File: config.mk
export PLATFORM = sky130hd
export DESIGN_NAME = symbol_mapper
export DESIGN_NICKNAME = d
export VERILOG_FILES = /design/src/rtl/symbol_mapper.sv
export SDC_FILE = /design/constraint.sdc
export NUM_CORES = 1
export LEC_CHECK = 0
export CORE_ASPECT_RATIO = 0.7
export CORE_MARGIN = 4
export CORE_UTILIZATION = 55
export DETAILED_ROUTE_END_ITERATION = 7
export HOLD_SLACK_MARGIN = 0.05
export PLACE_DENSITY = 0.95
export SLEW_MARGIN = 0
export SYNTH_ARGS = -nofsm -noshare
export SYNTH_HDL_FRONTEND = slang
export SYNTH_SLANG_ARGS = --single-unit
File: constraint.sdc
create_clock -name clk -period 9.65 [get_ports clk]
set_input_delay 1.93 -clock clk [delete_from_list [all_inputs] [get_ports clk]]
set_output_delay 1.93 -clock clk [all_outputs]
set_load 0.005 [all_outputs]
File: src/rtl/symbol_mapper.sv
// symbol_mapper: reads encoded words from RAM port B, slices them into symbols and streams
// Gray-mapped signed I/Q pairs. Define MAPPER_SYMCNT_EN to add the sym_count handshake counter.
module symbol_mapper #(
    parameter int NUM_WORDS = 16,
    parameter int ADDR_W    = 5,
    parameter int UNIT      = 1024
) (
    input  logic              clk,
    input  logic              rst,
    input  logic              start_mapper,
    input  logic [3:0]        modulation_type,
    output logic [ADDR_W-1:0] address_D,
    input  logic [15:0]       ram_output,
    output logic [31:0]       IQ,
    output logic              iq_valid,
    input  logic              iq_ready,
    output logic              done_mapper,
    output logic              mod_err
`ifdef MAPPER_SYMCNT_EN
    ,
    output logic [15:0]       sym_count
`endif
);

    localparam logic [2:0] IDLE = 3'd0;
    localparam logic [2:0] REQ  = 3'd1;
    localparam logic [2:0] LOAD = 3'd2;
    localparam logic [2:0] EMIT = 3'd3;
    localparam logic [2:0] DONE = 3'd4;

    localparam int                WIDX_W    = (NUM_WORDS > 1) ? $clog2(NUM_WORDS) : 1;
    localparam logic [WIDX_W-1:0] LAST_WORD = WIDX_W'(NUM_WORDS - 1);

    logic [2:0]        state;
    logic              start_prev;
    logic [1:0]        mode;
    logic [15:0]       word;
    logic [3:0]        sym_idx;
    logic [WIDX_W-1:0] word_idx;

    logic        start_edge;
    logic        handshake;
    logic        last_sym;
    logic [3:0]  last_idx;
    logic [3:0]  shift;
    logic [7:0]  sym;
    logic [15:0] i_comp;
    logic [15:0] q_comp;

    // Field is Gray coded MSB first; a zero-extended field decodes to the same binary value.
    function automatic logic [15:0] component(input logic [3:0] field, input int w);
        logic [3:0] n;
        int         level;
        n[3]  = field[3];
        n[2]  = n[3] ^ field[2];
        n[1]  = n[2] ^ field[1];
        n[0]  = n[1] ^ field[0];
        level = 2 * int'(n) - ((1 << w) - 1);
        return 16'(level * UNIT);
    endfunction

    assign start_edge  = start_mapper & ~start_prev;
    assign iq_valid    = (state == EMIT);
    assign done_mapper = (state == DONE);
    assign handshake   = iq_valid & iq_ready;
    assign last_sym    = (sym_idx == last_idx);
    assign IQ          = iq_valid ? {i_comp, q_comp} : 32'd0;

    always_comb begin
        // NOTE: every always_comb output gets a default first so no path can infer a latch.
        i_comp   = 16'd0;
        q_comp   = 16'd0;
        last_idx = 4'd15;
        shift    = sym_idx << mode;
        sym      = 8'(word >> shift);
        case (mode)
            2'd0: begin
                i_comp   = component({3'b000, sym[0]}, 1);
                last_idx = 4'd15;
            end
            2'd1: begin
                i_comp   = component({3'b000, sym[0]}, 1);
                q_comp   = component({3'b000, sym[1]}, 1);
                last_idx = 4'd7;
            end
            2'd2: begin
                i_comp   = component({2'b00, sym[1:0]}, 2);
                q_comp   = component({2'b00, sym[3:2]}, 2);
                last_idx = 4'd3;
            end
            default: begin
                i_comp   = component(sym[3:0], 4);
                q_comp   = component(sym[7:4], 4);
                last_idx = 4'd1;
            end
        endcase
    end

    // NOTE: sequential state uses non-blocking assignments so every register sees pre-edge values.
    always_ff @(posedge clk) begin
        if (!rst) begin
            state      <= IDLE;
            start_prev <= 1'b0;
            mode       <= 2'd0;
            word       <= 16'd0;
            sym_idx    <= 4'd0;
            word_idx   <= '0;
            address_D  <= '0;
            mod_err    <= 1'b0;
        end else begin
            start_prev <= start_mapper;
            case (state)
                IDLE, DONE: begin
                    if (start_edge) begin
                        mod_err <= 1'b0;
                        if (modulation_type > 4'd3) begin
                            // Unsupported mode: address_D is deliberately left untouched.
                            mod_err <= 1'b1;
                            state   <= DONE;
                        end else begin
                            mode      <= modulation_type[1:0];
                            address_D <= '0;
                            word_idx  <= '0;
                            state     <= REQ;
                        end
                    end
                end
                REQ: state <= LOAD;
                LOAD: begin
                    word      <= ram_output;
                    sym_idx   <= 4'd0;
                    address_D <= address_D + ADDR_W'(1);
                    state     <= EMIT;
                end
                EMIT: begin
                    if (handshake) begin
                        if (!last_sym) begin
                            sym_idx <= sym_idx + 4'd1;
                        end else if (word_idx == LAST_WORD) begin
                            state <= DONE;
                        end else begin
                            word_idx <= word_idx + WIDX_W'(1);
                            state    <= REQ;
                        end
                    end
                end
                default: state <= IDLE;
            endcase
        end
    end

`ifdef MAPPER_SYMCNT_EN
    always_ff @(posedge clk) begin
        if (!rst) begin
            sym_count <= 16'd0;
        end else if ((state == IDLE || state == DONE) && start_edge) begin
            sym_count <= 16'd0;
        end else if (handshake && sym_count != 16'hFFFF) begin
            sym_count <= sym_count + 16'd1;
        end
    end
`endif

endmodule

==> flow_summary.toml <==
[status]
status = "finished clean"

[drt]
drtIter0Drc = 318
drtAntennaViolNets = 0
drc = 0
avgViaCountPerCell = 6.15
detail_route.wl_per_cell_um = 15.7
first_pass_iters = 7
wl_um = 7240
num_vias = 2831

[critical_path]
cp.arrival_ns = 4.63
r2r_cells = 8
ff2ff_setup_slack_ns = 6.74
critPathCapture = "IQ[27]"
crit_fanout = 27
start_kind = "flip-flop"
cp_data_required_time_ns = 7.72
end_kind = "output port"
critPathKind = "reg2out"
r2r-end = "word_idx[3]$_SDFFE_PN0P_"
rr_startpoint = "sym_idx[1]$_SDFFE_PN0P_"
startpoint = "sym_idx[1]$_SDFFE_PN0P_"

[synthesis]
syn_inst = 367
synth_largest_area_cell = "dfxtp_1"
synth_area_leaders = "dfxtp_1, nand2_1, buf_4, a21boi_0, nor2_1"
async_flop_share_pct = 0
post-synth-top-count-cell = "nand2_1"
yosys.area.top_type_share_pct = 25.2
synth_edf_count = 0
ys_top_cells_by_count = "nand2_1, dfxtp_1, nor2_1"
synthFlopType = "dfxtp_1"
ys_warn_count = 0
synth.distinct_cells = 64
syn_area_um2 = 2860
yosysSeqAreaShare_pct = 25.2
syn_avg_cell_area_um2 = 7.80
ys_ff_latch = 36

[timing]
relSlewSlack_pct = 26.6
layout_min_cycle_time_ns = 6.56
rsz0062_at_grt = "false"
fin_crit_sh_pct = 68.0
tns_ns = 0
hold_viol = 0
setup_ws_ns = 3.09
finClkSkew_ns = 0.00443
worst_slew_pin_slew_ns = 1.10
fmax_mhz = 152
slew_violations = 0
finalSetupViolCount = 0

[floorplan]
rows = 21
fp.dieW_um = 94.2
dieArea_um2 = 6440
initial_core_util_pct = 58.2
die_h_um = 68.4
core-area_um2 = 4910
num_io_pins = 64

[pwr]
peakVddDrop_uv = 85.4
leakagePower_nw = 1.15
power.density_nw_per_um2 = 96.1

[clock_network]
clk_latency_ns = 0.29
cts_setup_buffers = 0
path_clk_slew_ns = 0.07
hold_buffers = 0
clk_path_buf_depth = 2
numCtsBuffers = 5
htree_levels = 2
cts_sinks = 36
postCtsResizedCells = 0
clock_tree.root_cell = "clkbuf_8"
cts_tree = "done"

[global_route]
grt_pass1_wl_um = 11900
use_met3_pct = 6.37
antenna_found_initial = 0
grt_usage_pct = 23.1
use_met2_pct = 36.9
first_global_vias = 2527
grt_remaining_overflow = 0
use_met1_pct = 30.4
grt_max_degree = 30
grt.busiest_layer = "met2"

[job]
cap_viol_max_count = 0

[placed_design]
port_buffers = 43
pre_cts_slack_ns = 3.49
post-dp-hpwl_um = 5180
gp_congestion = 1.05

[cells_and_area]
final_nets = 417
drive_above_1_share_pct = 6.91
area_delta_synth_final_pct = 13.6
insertedDiodeCount = 0

[min_path]
min_path_type = "reg2reg"
hold_path_startpoint = "mod_err$_SDFFE_PN0P_"
==> registers in the layout (all words and copies together) (netlist names) <==
signal	cells
sym_idx	4
mod_err	1
word_idx	4
mode	2
address_D	5
word	16
start_prev	1
state	3
==> worst min-delay path by stage <==
stage / end / slack [ns] / cells past startpoint
final: mod_err$_SDFFE_PN0P_ / 0.48 / 2
after global routing: word[0]$_SDFFE_PN0P_ / 0.51 / 2
after CTS: mod_err$_SDFFE_PN0P_ / 0.49 / 2
after detailed placement: mod_err$_SDFFE_PN0P_ / 0.47 / 2
after global placement: mod_err$_SDFFE_PN0P_ / 0.45 / 2
after floorplan: word[0]$_SDFFE_PN0P_ / 0.44 / 2
==> critical path: stages, from the launching register on <==
cell             delay, ns
dfxtp_1               0.93
mux2i_1               0.34
nor2_2                0.42
mux4_4                0.69
mux2_2                0.30
a221o_1               0.45
or4_1                 0.50
o311a_1               0.14
nand3_1               0.08
clkdlybuf4s50_1       0.50
==> cell type report <==
| cell class | count | area, um2 |
|---|---|---|
| Clock inverter | 2 | 10.0 |
| Multi-Input combinational cell | 297 | 1890 |
| Clock buffer | 6 | 82.6 |
| Timing Repair Buffer | 43 | 430 |
| Inverter | 7 | 26.3 |
| Fill cell | 391 | 1660 |
| Tap cell | 69 | 86.3 |
| Sequential cell | 36 | 721 |
==> cell families after synthesis <==
logic type               after synthesis  share of synthesized area [%]
AO/OA/AOI/OAI                         90                           22.4
XOR/XNOR                              10                           3.06
adder cells (fa/ha/maj)                3                           1.31
buffers and inverters                 53                           11.1
flip-flops                            36                           25.2
multiplexers                          23                           11.0
other                                  1                          0.131
AND/OR/NAND/NOR                      151                           25.8
==> cell usage in the layout, fill, tap and decap left out, drive strengths merged, types with 6 or more instances in the layout <==
master         synthesis  final
nor2                  32     32
mux4                   6      6
mux2                   6      6
o21ai                 16     16
conb                   1     20
clkbuf                16      6
nand3                 11     11
inv                    6      6
a21boi                18     18
dfxtp                 36     36
nand2                 55     55
mux2i                 11     11
a31oi                  6      6
nor2b                 14     14
nor3                   7      7
clkdlybuf4s50          0     43
a21oi                 12     12
==> metrics by stage <==
stage / instance area, um2 / util [%] / hold WS, ns / std cells / total power [W]
after floorplan: 2930 / - / 0.441 / 386 / 0.000192
after global placement: 3160 / 64.3 / 0.455 / 452 / 0.000203
after detailed placement: 3160 / 64.3 / 0.466 / 452 / 0.000204
after CTS: 3250 / 66.2 / 0.486 / 460 / 0.000313
after global routing: 3250 / 66.2 / 0.511 / 460 / 0.000326
final: 3250 / 66.2 / 0.475 / 460 / 0.000312
==> per-layer routing <==
layer | up-vias | wire length (um)
met3 | 38 | 837
met5 | - | 0
li1 | 1319 | -
met4 | 0 | 180
met1 | 1283 | 2990
met2 | 191 | 3230
==> power by group <==
group | switching [W] | internal [W]
combinational | 0.0000214 | 0.0000222
clock | 0.0000527 | 0.0000569
sequential | 0.00000660 | 0.000153
Power figures use the tool's default switching activity.
==> edit: new RTL, same flow settings <==
Build with the macro `MAPPER_SYMCNT_EN` defined.
--- a/src/rtl/symbol_mapper.sv
+++ b/src/rtl/symbol_mapper.sv
@@ -1,4 +1,6 @@
 // symbol_mapper: reads encoded words from RAM port B, slices them into symbols and streams
 // Gray-mapped signed I/Q pairs. Define MAPPER_SYMCNT_EN to add the sym_count handshake counter.
+`define MAPPER_SYMCNT_EN
+
 module symbol_mapper #(
     parameter int NUM_WORDS = 16,
Formal check against the unedited RTL (old outputs only; new: sym_count): equivalent (equiv_simple and equiv_induct, registers matched by name and starting in step).
==> edit against the unedited design <==
Count of clock-buffer cells in the layout down 1; setup slack better by 0.46 ns; largest cell class unchanged; critical endpoint is now IQ[15]; synthesized area up 22%; non-clock buffer count is 17 higher; sequential cell count is 16 higher; critical path type unchanged; synthesized cell count is 26% higher; wire length grew 22%; design area is 24% higher.
Power is not compared: it rests on default switching activity, and its combinational part moved more than twofold at a synthesized area within 25%.
==> edit: results (changes against the unedited design) <==
| Metric | Value |
|---|---|
| Most numerous cell types in the synthesized netlist | `nand2_1, dfxtp_1, nor2_1 (unchanged)` |
| Insertion delay of the later-clocked pin in the worst-skew pair | `0.32 ns (was 0.29 ns)` |
| Maximum cell stage delay along the critical path | `0.80 ns (was 0.93 ns)` |
| Register-to-register path setup slack | `6.63 ns (was 6.74 ns)` |
| Clock-pin slew on the worst setup and hold paths | `0.10 ns (was 0.07 ns)` |
| Share of final-layout standard cells stronger than drive strength 1 | `5.21% (was 6.91%)` |
| Post-Place Setup Slack | `3.96 ns (was 3.49 ns)` |
| Synthesized-area fraction occupied by ao, oa, aoi and oai cells | `20.5% (was 22.4%)` |
| Slew at the pin with the worst max-slew slack | `1.17 ns (was 1.10 ns)` |
| Post-synthesis xor/xnor area fraction | `6.00% (was 3.06%)` |
| Portion of the clock cycle consumed by the worst path in the final layout | `63.2% (was 68.0%)` |
| Start point of the worst hold path | `word[0]$_SDFFE_PN0P_ (was mod_err$_SDFFE_PN0P_)` |
| Number of sinks driven by the clock tree | `52 (was 36)` |
| Nets@finish | `526 (was 417)` |
| First-pass detailed-route iteration total | `5 (was 7)` |
| Worst-path fanout max | `22 (was 27)` |
| Pin count of the biggest net entering global routing | `34 (was 30)` |
| Overall fraction of global-route tracks in use | `23.9% (was 23.1%)` |
| Number of global-route vias before repair | `3042 (was 2527)` |
| Placement Cell Area | `3940 um2 (was 3160 um2)` |
| Multiplexer share of the synthesized area | `5.96% (was 11.0%)` |
| Initial detailed-routing violation count | `329 (was 318)` |
| Result of the run | `finished clean (unchanged)` |
| Avg Vias per Cell | `5.81 (was 6.15)` |
| Inst Count DP | `569 (was 452)` |
| Reg2Reg Launch Point | `mode[0]$_SDFFE_PN0P_ (was sym_idx[1]$_SDFFE_PN0P_)` |
| Mapped Cells | `462 (was 367)` |
| Post-Synth Adder-Cell Area | `1.43% (was 1.31%)` |
## edit: cell types whose count changed after synthesis, moves of 6 or more
cell | unedited run | this run
nand2_1 | 55 | 87
nand4_1 | 3 | 10
nor2_1 | 31 | 43
a21oi_1 | 12 | 27
xor2_1 | 5 | 19
dfxtp_1 | 36 | 52
buf_2 | 2 | 8
nor2b_1 | 14 | 6
clkbuf_1 | 16 | 10
## edit: layout make-up
class                      instances  share of cell area (%)
inverter                           7                   0.651
sequential                        52                    25.8
clock inverter                     3                   0.651
clock buffer                       5                    1.70
tap                               78                    2.42
timing repair buffer              60                    14.8
multi-input combinational        372                    54.0
## edit: report_power, final
part	internal, mW	switching (mW)	total, mW
Clock	0.0529	0.0813	0.134
Sequential	0.224	0.0167	0.240
Combinational	0.0396	0.0513	0.0910
Total	0.316	0.149	0.466
## edit: routing by layer
metal / GRT usage, % / wire, um
met3: 6.11 / 821
met1: 34.3 / 4110
met4: 5.60 / 108
met2: 36.4 / 3820
met5: 0 / 0
